File: config.mk
export PLATFORM = sky130hd
export DESIGN_NAME = mem_arbiter
export DESIGN_NICKNAME = d
export VERILOG_FILES = /design/src/rtl/mem_arbiter.sv
export SDC_FILE = /design/constraint.sdc
export NUM_CORES = 1
export LEC_CHECK = 0
export CAP_MARGIN = 25
export CORE_MARGIN = 10
export CORE_UTILIZATION = 19
export DETAILED_ROUTE_END_ITERATION = 10
export PLACE_DENSITY = 0.76
export SYNTH_ARGS = -nofsm -noshare
export SYNTH_HDL_FRONTEND = slang
export SYNTH_SLANG_ARGS = --single-unit
File: constraint.sdc
create_clock -name CLK -period 1.5 [get_ports CLK]
set_input_delay 0.15 -clock CLK [delete_from_list [all_inputs] [get_ports CLK]]
set_output_delay 0.15 -clock CLK [all_outputs]
set_load 0.01 [all_outputs]
File: src/rtl/mem_arbiter.sv
// -----------------------------------------------------------------------------
// mem_arbiter
//
// Purpose:
//    Shares one RAM port between the instruction cache (I) and the data cache
//    (D). A registered grant (owner) selects which cache drives the RAM port.
//    D has priority. After STARVE_LIMIT back-to-back D completions, a waiting I
//    request wins the next arbitration. The owner's request, address and data
//    pass through to the RAM combinationally. The RAM completion pulse
//    (ram_ready) is routed back as a one-cycle low on the owner's wait line,
//    together with the RAM read data.
//
// Parameters:
//    STARVE_LIMIT  D completions tolerated while I waits (>= 1)
//
// Ports:
//    CLK        in   clock, rising edge
//    RST        in   synchronous reset, active high
//    iREN       in   icache read request
//    iaddr      in   icache word address
//    iload      out  read data to icache (valid while iwait is low)
//    iwait      out  low only in the completing cycle of an I access
//    dREN       in   dcache read request
//    dWEN       in   dcache write request (wins over dREN)
//    daddr      in   dcache word address
//    dstore     in   dcache write data
//    dload      out  read data to dcache (valid while dwait is low)
//    dwait      out  low only in the completing cycle of a D access
//    ramREN     out  RAM read strobe
//    ramWEN     out  RAM write strobe
//    ramaddr    out  RAM address
//    ramstore   out  RAM write data
//    ramload    in   RAM read data, valid with ram_ready
//    ram_ready  in   one-cycle pulse: the current RAM access completes
//    owner      out  registered grant: 0 = none, 1 = I, 2 = D
// -----------------------------------------------------------------------------
module mem_arbiter #(
   parameter int STARVE_LIMIT = 4
) (
   input  logic        CLK,
   input  logic        RST,
   input  logic        iREN,
   input  logic [31:0] iaddr,
   output logic [31:0] iload,
   output logic        iwait,
   input  logic        dREN,
   input  logic        dWEN,
   input  logic [31:0] daddr,
   input  logic [31:0] dstore,
   output logic [31:0] dload,
   output logic        dwait,
   output logic        ramREN,
   output logic        ramWEN,
   output logic [31:0] ramaddr,
   output logic [31:0] ramstore,
   input  logic [31:0] ramload,
   input  logic        ram_ready,
   output logic [1:0]  owner
);

   localparam int              CW    = $clog2(STARVE_LIMIT + 1);
   localparam logic [CW-1:0]   LIMIT = CW'(STARVE_LIMIT);

   typedef enum logic [1:0] {
      OWN_NONE = 2'd0,
      OWN_I    = 2'd1,
      OWN_D    = 2'd2
   } owner_t;

   owner_t          r_owner;
   owner_t          w_owner_next;
   logic [CW-1:0]   r_consec_d;
   logic [CW-1:0]   w_consec_next;
   logic            w_dreq;
   logic            w_starved;

   assign w_dreq    = dREN | dWEN;
   // Uses the registered count only; a completion in flight does not count yet.
   assign w_starved = (r_consec_d >= LIMIT);
   assign owner     = r_owner;

   // ------------------------------------------------------------------
   // State register
   // ------------------------------------------------------------------
   always_ff @(posedge CLK) begin
      if (RST) begin
         r_owner    <= OWN_NONE;
         r_consec_d <= '0;
      end else begin
         r_owner    <= w_owner_next;
         r_consec_d <= w_consec_next;
      end
   end

   // ------------------------------------------------------------------
   // Next-state and output logic
   // ------------------------------------------------------------------
   always_comb begin
      w_owner_next  = r_owner;
      w_consec_next = r_consec_d;
      ramREN        = 1'b0;
      ramWEN        = 1'b0;
      ramaddr       = '0;
      ramstore      = '0;
      iwait         = 1'b1;
      dwait         = 1'b1;
      iload         = '0;
      dload         = '0;

      // Reset masks the outputs too, so a ram_ready arriving in the same
      // cycle as reset can never be reported as a completion.
      if (!RST) begin
         case (r_owner)
            OWN_NONE: begin
               if (w_dreq && iREN && w_starved) begin
                  w_owner_next = OWN_I;
               end else if (w_dreq) begin
                  w_owner_next = OWN_D;
               end else if (iREN) begin
                  w_owner_next = OWN_I;
               end else begin
                  w_owner_next = OWN_NONE;
               end
            end

            OWN_I: begin
               ramREN  = iREN;
               ramaddr = iaddr;
               if (!iREN) begin
                  // Request withdrawn: release the port silently.
                  w_owner_next = OWN_NONE;
               end else if (ram_ready) begin
                  iwait         = 1'b0;
                  iload         = ramload;
                  w_owner_next  = OWN_NONE;
                  w_consec_next = '0;
               end
            end

            OWN_D: begin
               ramWEN   = dWEN;
               ramREN   = dREN & ~dWEN;
               ramaddr  = daddr;
               ramstore = dstore;
               if (!w_dreq) begin
                  w_owner_next = OWN_NONE;
               end else if (ram_ready) begin
                  dwait        = 1'b0;
                  dload        = ramload;
                  w_owner_next = OWN_NONE;
                  if (r_consec_d < LIMIT) begin
                     w_consec_next = r_consec_d + 1'b1;
                  end
               end
            end

            default: begin
               w_owner_next = OWN_NONE;
            end
         endcase
      end
   end

endmodule
==> results.sh, run 1 <==
export IMPL_run_status="complete, but fails checks"
export IMPL_failed_checks="negative setup slack"
export IMPL_hpwl_mm=9.45
export IMPL_ant_nets=0
export IMPL_ys_seq_area_share_pct=6.88
export IMPL_io_buffer_count=267
export IMPL_cts_tree="yes"
export IMPL_dieHeight_um=108
export IMPL_start_kind="flip-flop"
export IMPL_h_tree_depth=1
export IMPL_hold_viol=0
export IMPL_clock_latency_ps=220
export IMPL_fmax_ghz=0.561
export IMPL_synth_top_family_by_area="simple AND/OR/NAND/NOR gates"
export IMPL_cts_sinks=5
export IMPL_min_period_over_period_pct=119
export IMPL_wl_per_cell_um=20.3
export IMPL_grt_max_degree=35
export IMPL_core_area_mm2=0.00733
export IMPL_first_pass_iters=5
export IMPL_cts_made_buffers=3
export IMPL_gp_congestion=0.802
export IMPL_utilization_pct=68.2
export IMPL_setup_ws_ps=-284
export IMPL_grt_ovfl_total=0
export IMPL_synth_top_area_cell="and2_1"
export IMPL_cts_root_buffer="clkbuf_8"
export IMPL_critPathKind="flip-flop to output pin"
export IMPL_finalNonFillerCells=612
export IMPL_final_common_cell="clkdlybuf4s50_1"
export IMPL_drtIter0Drc=76
export IMPL_syn_area_mm2=0.00146
export IMPL_antenna_found_initial=0
export IMPL_die_w_um=108
export IMPL_p_leak_nw=2.18
export IMPL_via_count=2771
export IMPL_yosysWarnings=0
export IMPL_worst_clock_skew_ps=0.536
export IMPL_synth_xor_area_share_pct=0
export IMPL_antennaDiodeCount=0
export IMPL_synth_simple_area_share_pct=57.3
export IMPL_relSlewSlack_pct=76.4
export IMPL_cts_buffer_depth=2
export IMPL_synth_ff_latch_count=5
export IMPL_drc_errors=0
export IMPL_drv_slew=0
export IMPL_rows=31
export IMPL_cp_end_kind="output pin"
export IMPL_synth_fa_ha_area_share_pct=4.30
export IMPL_timing_setup_tns_ps=-25530
export IMPL_grt_setup_unrepaired="true"
export IMPL_synth_top_area_share_pct=41.7
export IMPL_worstPathArrival_ps=1630
export IMPL_layout_min_cycle_time_ps=1780
export IMPL_crit_required_ps=1350
export IMPL_synthCells=228
export IMPL_critPathMaxFanout=8
export IMPL_fin_hold_ws_ps=489
export IMPL_r2r_slack_ps=-250
export IMPL_layout_drive_gt1_share_pct=51.9
export IMPL_grt_usage_pct=17.9
export IMPL_syn_area_per_cell_um2=6.38
export IMPL_dpl_cell_count=595
export IMPL_initial_utilization_pct=19.8
export IMPL_setup_viol=135
export IMPL_synth_compound_area_share_pct=22.2
export IMPL_tightest_slew_ps=354
export IMPL_drt_total_wl_mm=12.4
export IMPL_grt_pass1_wl_mm=16.6
export IMPL_path_clk_slew_ps=40
export IMPL_maxCapViolations=0
export IMPL_routed_via_density=4.53
export IMPL_syn_nets=367
export IMPL_holdCritPathClass="flip-flop to flip-flop"
export IMPL_final_nets=653
export IMPL_die_area_mm2=0.0116
export IMPL_synthMuxAreaShare_pct=1.03
export IMPL_irDropWorstVdd_mv=0.431
export IMPL_io_pins=268
export IMPL_p_per_area_mw_per_mm2=283
export IMPL_final_cell_mix="135 x clkdlybuf4s50_1, 79 x buf_6, 75 x and2_4"
export IMPL_grt_pass1_vias=2791
export IMPL_synth_distinct_cells=31
export IMPL_synthTopCellsByArea="and2_1 42%, a22oi_1 17%, nor2_1 8.5%"
export IMPL_areaGrowthSynthToFinish_pct=243
==> path summary, 6_finish.rpt <==
| kind | startpoint | endpoint | depth (start not counted) |
|---|---|---|---|
| max | owner[0]$_SDFF_PP0_ | iload[4] | 8 |
| min | r_consec_d[1]$_SDFFE_PP0P_ | r_consec_d[1]$_SDFFE_PP0P_ | 2 |
| max reg2reg | owner[0]$_SDFF_PP0_ | r_consec_d[0]$_SDFFE_PP0P_ | 6 |
| min reg2reg | r_consec_d[1]$_SDFFE_PP0P_ | r_consec_d[1]$_SDFFE_PP0P_ | 2 |
==> power breakdown <==
part | switching, W | leakage (nW) | internal (W)
registers | 0.00000596 | 0.0420 | 0.000137
clock network | 0.0000693 | 0.0228 | 0.000183
logic | 0.000352 | 2.12 | 0.000665
total | 0.000427 | 2.18 | 0.000985
==> synthesized netlist by cell type <==
cell       n
and4_1     1
dfxtp_1    5
ha_1       5
nand3b_1   1
or2_2      2
mux2_4     1
o22ai_1    1
nand2_1    2
and3_1     2
o32ai_1    1
a41oi_1    1
a21oi_1    2
nor3_2     1
a31o_2     1
clkbuf_2   2
buf_2      5
nor2b_2    1
nand2b_1   4
clkbuf_1  11
o21bai_1   1
o21ai_0    1
buf_1      3
buf_4      1
a22oi_1   32
nor2_1    33
a221oi_1   1
or4b_1     1
a311oi_1   1
a32o_1     1
inv_1      7
and2_1    97
==> layer usage <==
metal | vias to the layer above | track usage (%) | wire (um) | share of wire, %
li1 | 1339 | - | - | -
met1 | 1286 | 18.1 | 4180 | 34
met2 | 140 | 35.4 | 7150 | 58
met3 | 6 | 6.65 | 1020 | 8.2
met4 | 0 | 0.668 | 45 | 0.36
met5 | - | 0 | 0 | 0
==> registers in the layout, indices dropped and copies added (netlist names) <==
name	count
owner	2
r_consec_d	3
==> through the flow <==
stage | power [W] | area [um2] | worst slack [ps]
3_5_place_dp | 0.00102 | 4410 | -588
5_1_grt | 0.00150 | 5000 | -347
6_report | 0.00141 | 5000 | -284
3_3_place_gp | 0.00100 | 4410 | -572
2_1_floorplan | 0.000399 | 1490 | -24.1
4_1_cts | 0.00131 | 4350 | -299
==> critical path, cell delays in order (launching register included) <==
cell and delay [ps]:
dfxtp_4 360, buf_6 110, ha_4 150, nand2_4 70
nor3_4 150, buf_12 160, clkbuf_16 150, and2_1 130
buf_2 130
==> what timing repair did <==
| action | in CTS | in global routing |
|---|---|---|
| hold buffers | 0 | 0 |
| resized for setup | 540 | 159 |
| setup buffers | 4 | 1 |
| pin swaps | 3 | 64 |
| cloned | 4 | 6 |
| endpoints found under the setup margin | 135 | 135 |
==> area by class of cell <==
cell class              count  area (um2)
well taps                  99         124
inverters                   7        28.8
clock buffers               4        45.0
flip-flops and latches      5         108
fillers                   580        2330
multi-input cells         194        1510
repair buffers            303        3180
==> cell families after synthesis <==
logic type / after synthesis
mux: 1
simple gates: 145
compound gates: 43
flops: 5
buf+inv: 29
fa+ha+maj: 5
Note: power is estimated with default switching activity, not from simulation.
==> run 2, diff against run 1 <==
- SKIP_CTS_REPAIR_TIMING: not set -> 1
==> results.sh, run 2 (same netlist as run 1, synthesis figures left out) <==
export IMPL_rows=31
export IMPL_crit_end="iload[7]"
export IMPL_maxCapViolations=0
export IMPL_h_tree_depth=1
export IMPL_placed_area_mm2=0.00441
export IMPL_drtIter0Drc=44
export IMPL_reg2regPathDepth=7
export IMPL_grt_pass1_wl_mm=15.2
export IMPL_routed_via_density=4.35
export IMPL_setup_viol=135
export IMPL_finalPower_w=0.00132
export IMPL_die_w_um=108
export IMPL_p_per_area_mw_per_mm2=292
export IMPL_tightest_slew_ps=458
export IMPL_grt_setup_unrepaired="true"
export IMPL_r2r_start="owner[0]$_SDFF_PP0_"
export IMPL_cts_buffer_depth=2
export IMPL_io_buffer_count=267
export IMPL_timing_rr_end="r_consec_d[0]$_SDFFE_PP0P_"
export IMPL_antennaDiodeCount=0
export IMPL_cts_made_buffers=3
export IMPL_crit_required_ps=1350
export IMPL_critPathMaxFanout=8
export IMPL_final_common_cell="clkdlybuf4s50_1"
export IMPL_initial_utilization_pct=19.8
export IMPL_path_clk_slew_ps=40
export IMPL_critPathKind="flip-flop to output pin"
export IMPL_min_period_over_period_pct=125
export IMPL_cts_sinks=5
export IMPL_grt_max_degree=35
export IMPL_final_cell_area_mm2=0.00452
export IMPL_hold_path_depth=2
export IMPL_holdCritPathClass="flip-flop to flip-flop"
export IMPL_hold_viol=0
export IMPL_via_count=2687
export IMPL_fmax_ghz=0.531
export IMPL_layout_min_cycle_time_ps=1880
export IMPL_run_status="complete, but fails checks"
export IMPL_grt_ovfl_total=0
export IMPL_cts_root_buffer="clkbuf_8"
export IMPL_worstPathArrival_ps=1730
export IMPL_wl_per_cell_um=19.2
export IMPL_grt_pass1_vias=2649
export IMPL_failed_checks="negative setup slack"
export IMPL_drt_total_wl_mm=11.9
export IMPL_setup_ws_ps=-382
export IMPL_die_area_mm2=0.0116
export IMPL_ant_nets=0
export IMPL_worst_clock_skew_ps=0.304
export IMPL_io_pins=268
export IMPL_antenna_found_initial=0
export IMPL_core_area_mm2=0.00733
export IMPL_hpwl_mm=9.45
export IMPL_dieHeight_um=108
export IMPL_cts_tree="yes"
export IMPL_layout_drive_gt1_share_pct=46.6
export IMPL_gp_congestion=0.802
export IMPL_areaGrowthSynthToFinish_pct=210
export IMPL_final_nets=659
export IMPL_relSlewSlack_pct=69.5
export IMPL_utilization_pct=61.6
export IMPL_start_kind="flip-flop"
export IMPL_drc_errors=0
export IMPL_clock_latency_ps=220
export IMPL_grt_usage_pct=16.3
export IMPL_cp_startpoint="owner[1]$_SDFF_PP0_"
export IMPL_first_pass_iters=4
export IMPL_p_leak_nw=2.11
export IMPL_cp_end_kind="output pin"
export IMPL_r2r_slack_ps=-310
export IMPL_largest_reg_flops=3
export IMPL_drv_slew=0
export IMPL_irDropWorstVdd_mv=0.441
export IMPL_final_cell_mix="135 x clkdlybuf4s50_1, 87 x clkbuf_2, 74 x and2_1"
export IMPL_largest_register="r_consec_d"
-- run 2: cell count changes in the layout (fill, tap and decap cells not counted), sizes merged --
cell,before,now
buf,132,78
clkdlybuf4s15,24,0
dlymetal6s2s,0,4
clkbuf,16,96
-- run 2: report_power, final --
part / internal (W) / total (W) / switching (W)
registers: 0.000137 / 0.000143 / 0.00000550
logic: 0.000579 / 0.000923 / 0.000344
clock network: 0.000183 / 0.000254 / 0.0000709
-- run 2: worst min path at each step --
stage                                    start                         end  slack [ps]
finish              r_consec_d[1]$_SDFFE_PP0P_  r_consec_d[1]$_SDFFE_PP0P_         500
global route        r_consec_d[1]$_SDFFE_PP0P_  r_consec_d[1]$_SDFFE_PP0P_         520
CTS                 r_consec_d[1]$_SDFFE_PP0P_  r_consec_d[1]$_SDFFE_PP0P_         490
detailed placement  r_consec_d[1]$_SDFFE_PP0P_  r_consec_d[1]$_SDFFE_PP0P_         480
global placement    r_consec_d[1]$_SDFFE_PP0P_  r_consec_d[1]$_SDFFE_PP0P_         460
floorplan                            ram_ready  r_consec_d[2]$_SDFFE_PP0P_         260
-- run 2: routing by layer --
| metal | wire, um | global-route usage [%] |
|---|---|---|
| met4 | 34 | 1.15 |
| met3 | 857 | 5.99 |
| met1 | 4280 | 16.0 |
| met5 | 0 | 0 |
| met2 | 6690 | 32.7 |
-- run 2: final cells by class --
type                    count  area, um2
fillers                   665       2810
repair buffers            309       2710
multi-input cells         194       1500
inverters                   7       26.3
flip-flops and latches      5        108
well taps                  99        124
clock buffers               4       45.0
-- run 2: stage by stage --
| stage | cells | setup WS [ps] | TNS [ps] | hold slack, ps |
|---|---|---|---|---|
| floorplan | 228 | -24.1 | -40.3 | 262 |
| global placement | 595 | -572 | -64500 | 465 |
| detailed placement | 595 | -588 | -65980 | 483 |
| CTS | 599 | -709 | -82530 | 489 |
| global route | 618 | -471 | -39710 | 520 |
| finish | 618 | -382 | -29650 | 503 |
-- run 2: worst max-delay path, stage by stage (launching register included) --
cell,delay (ps)
dfxtp_4,350
inv_2,80
ha_4,150
nand2_4,60
nor3_4,250
buf_6,160
buf_6,90
clkbuf_16,130
and2_4,130
buf_6,100
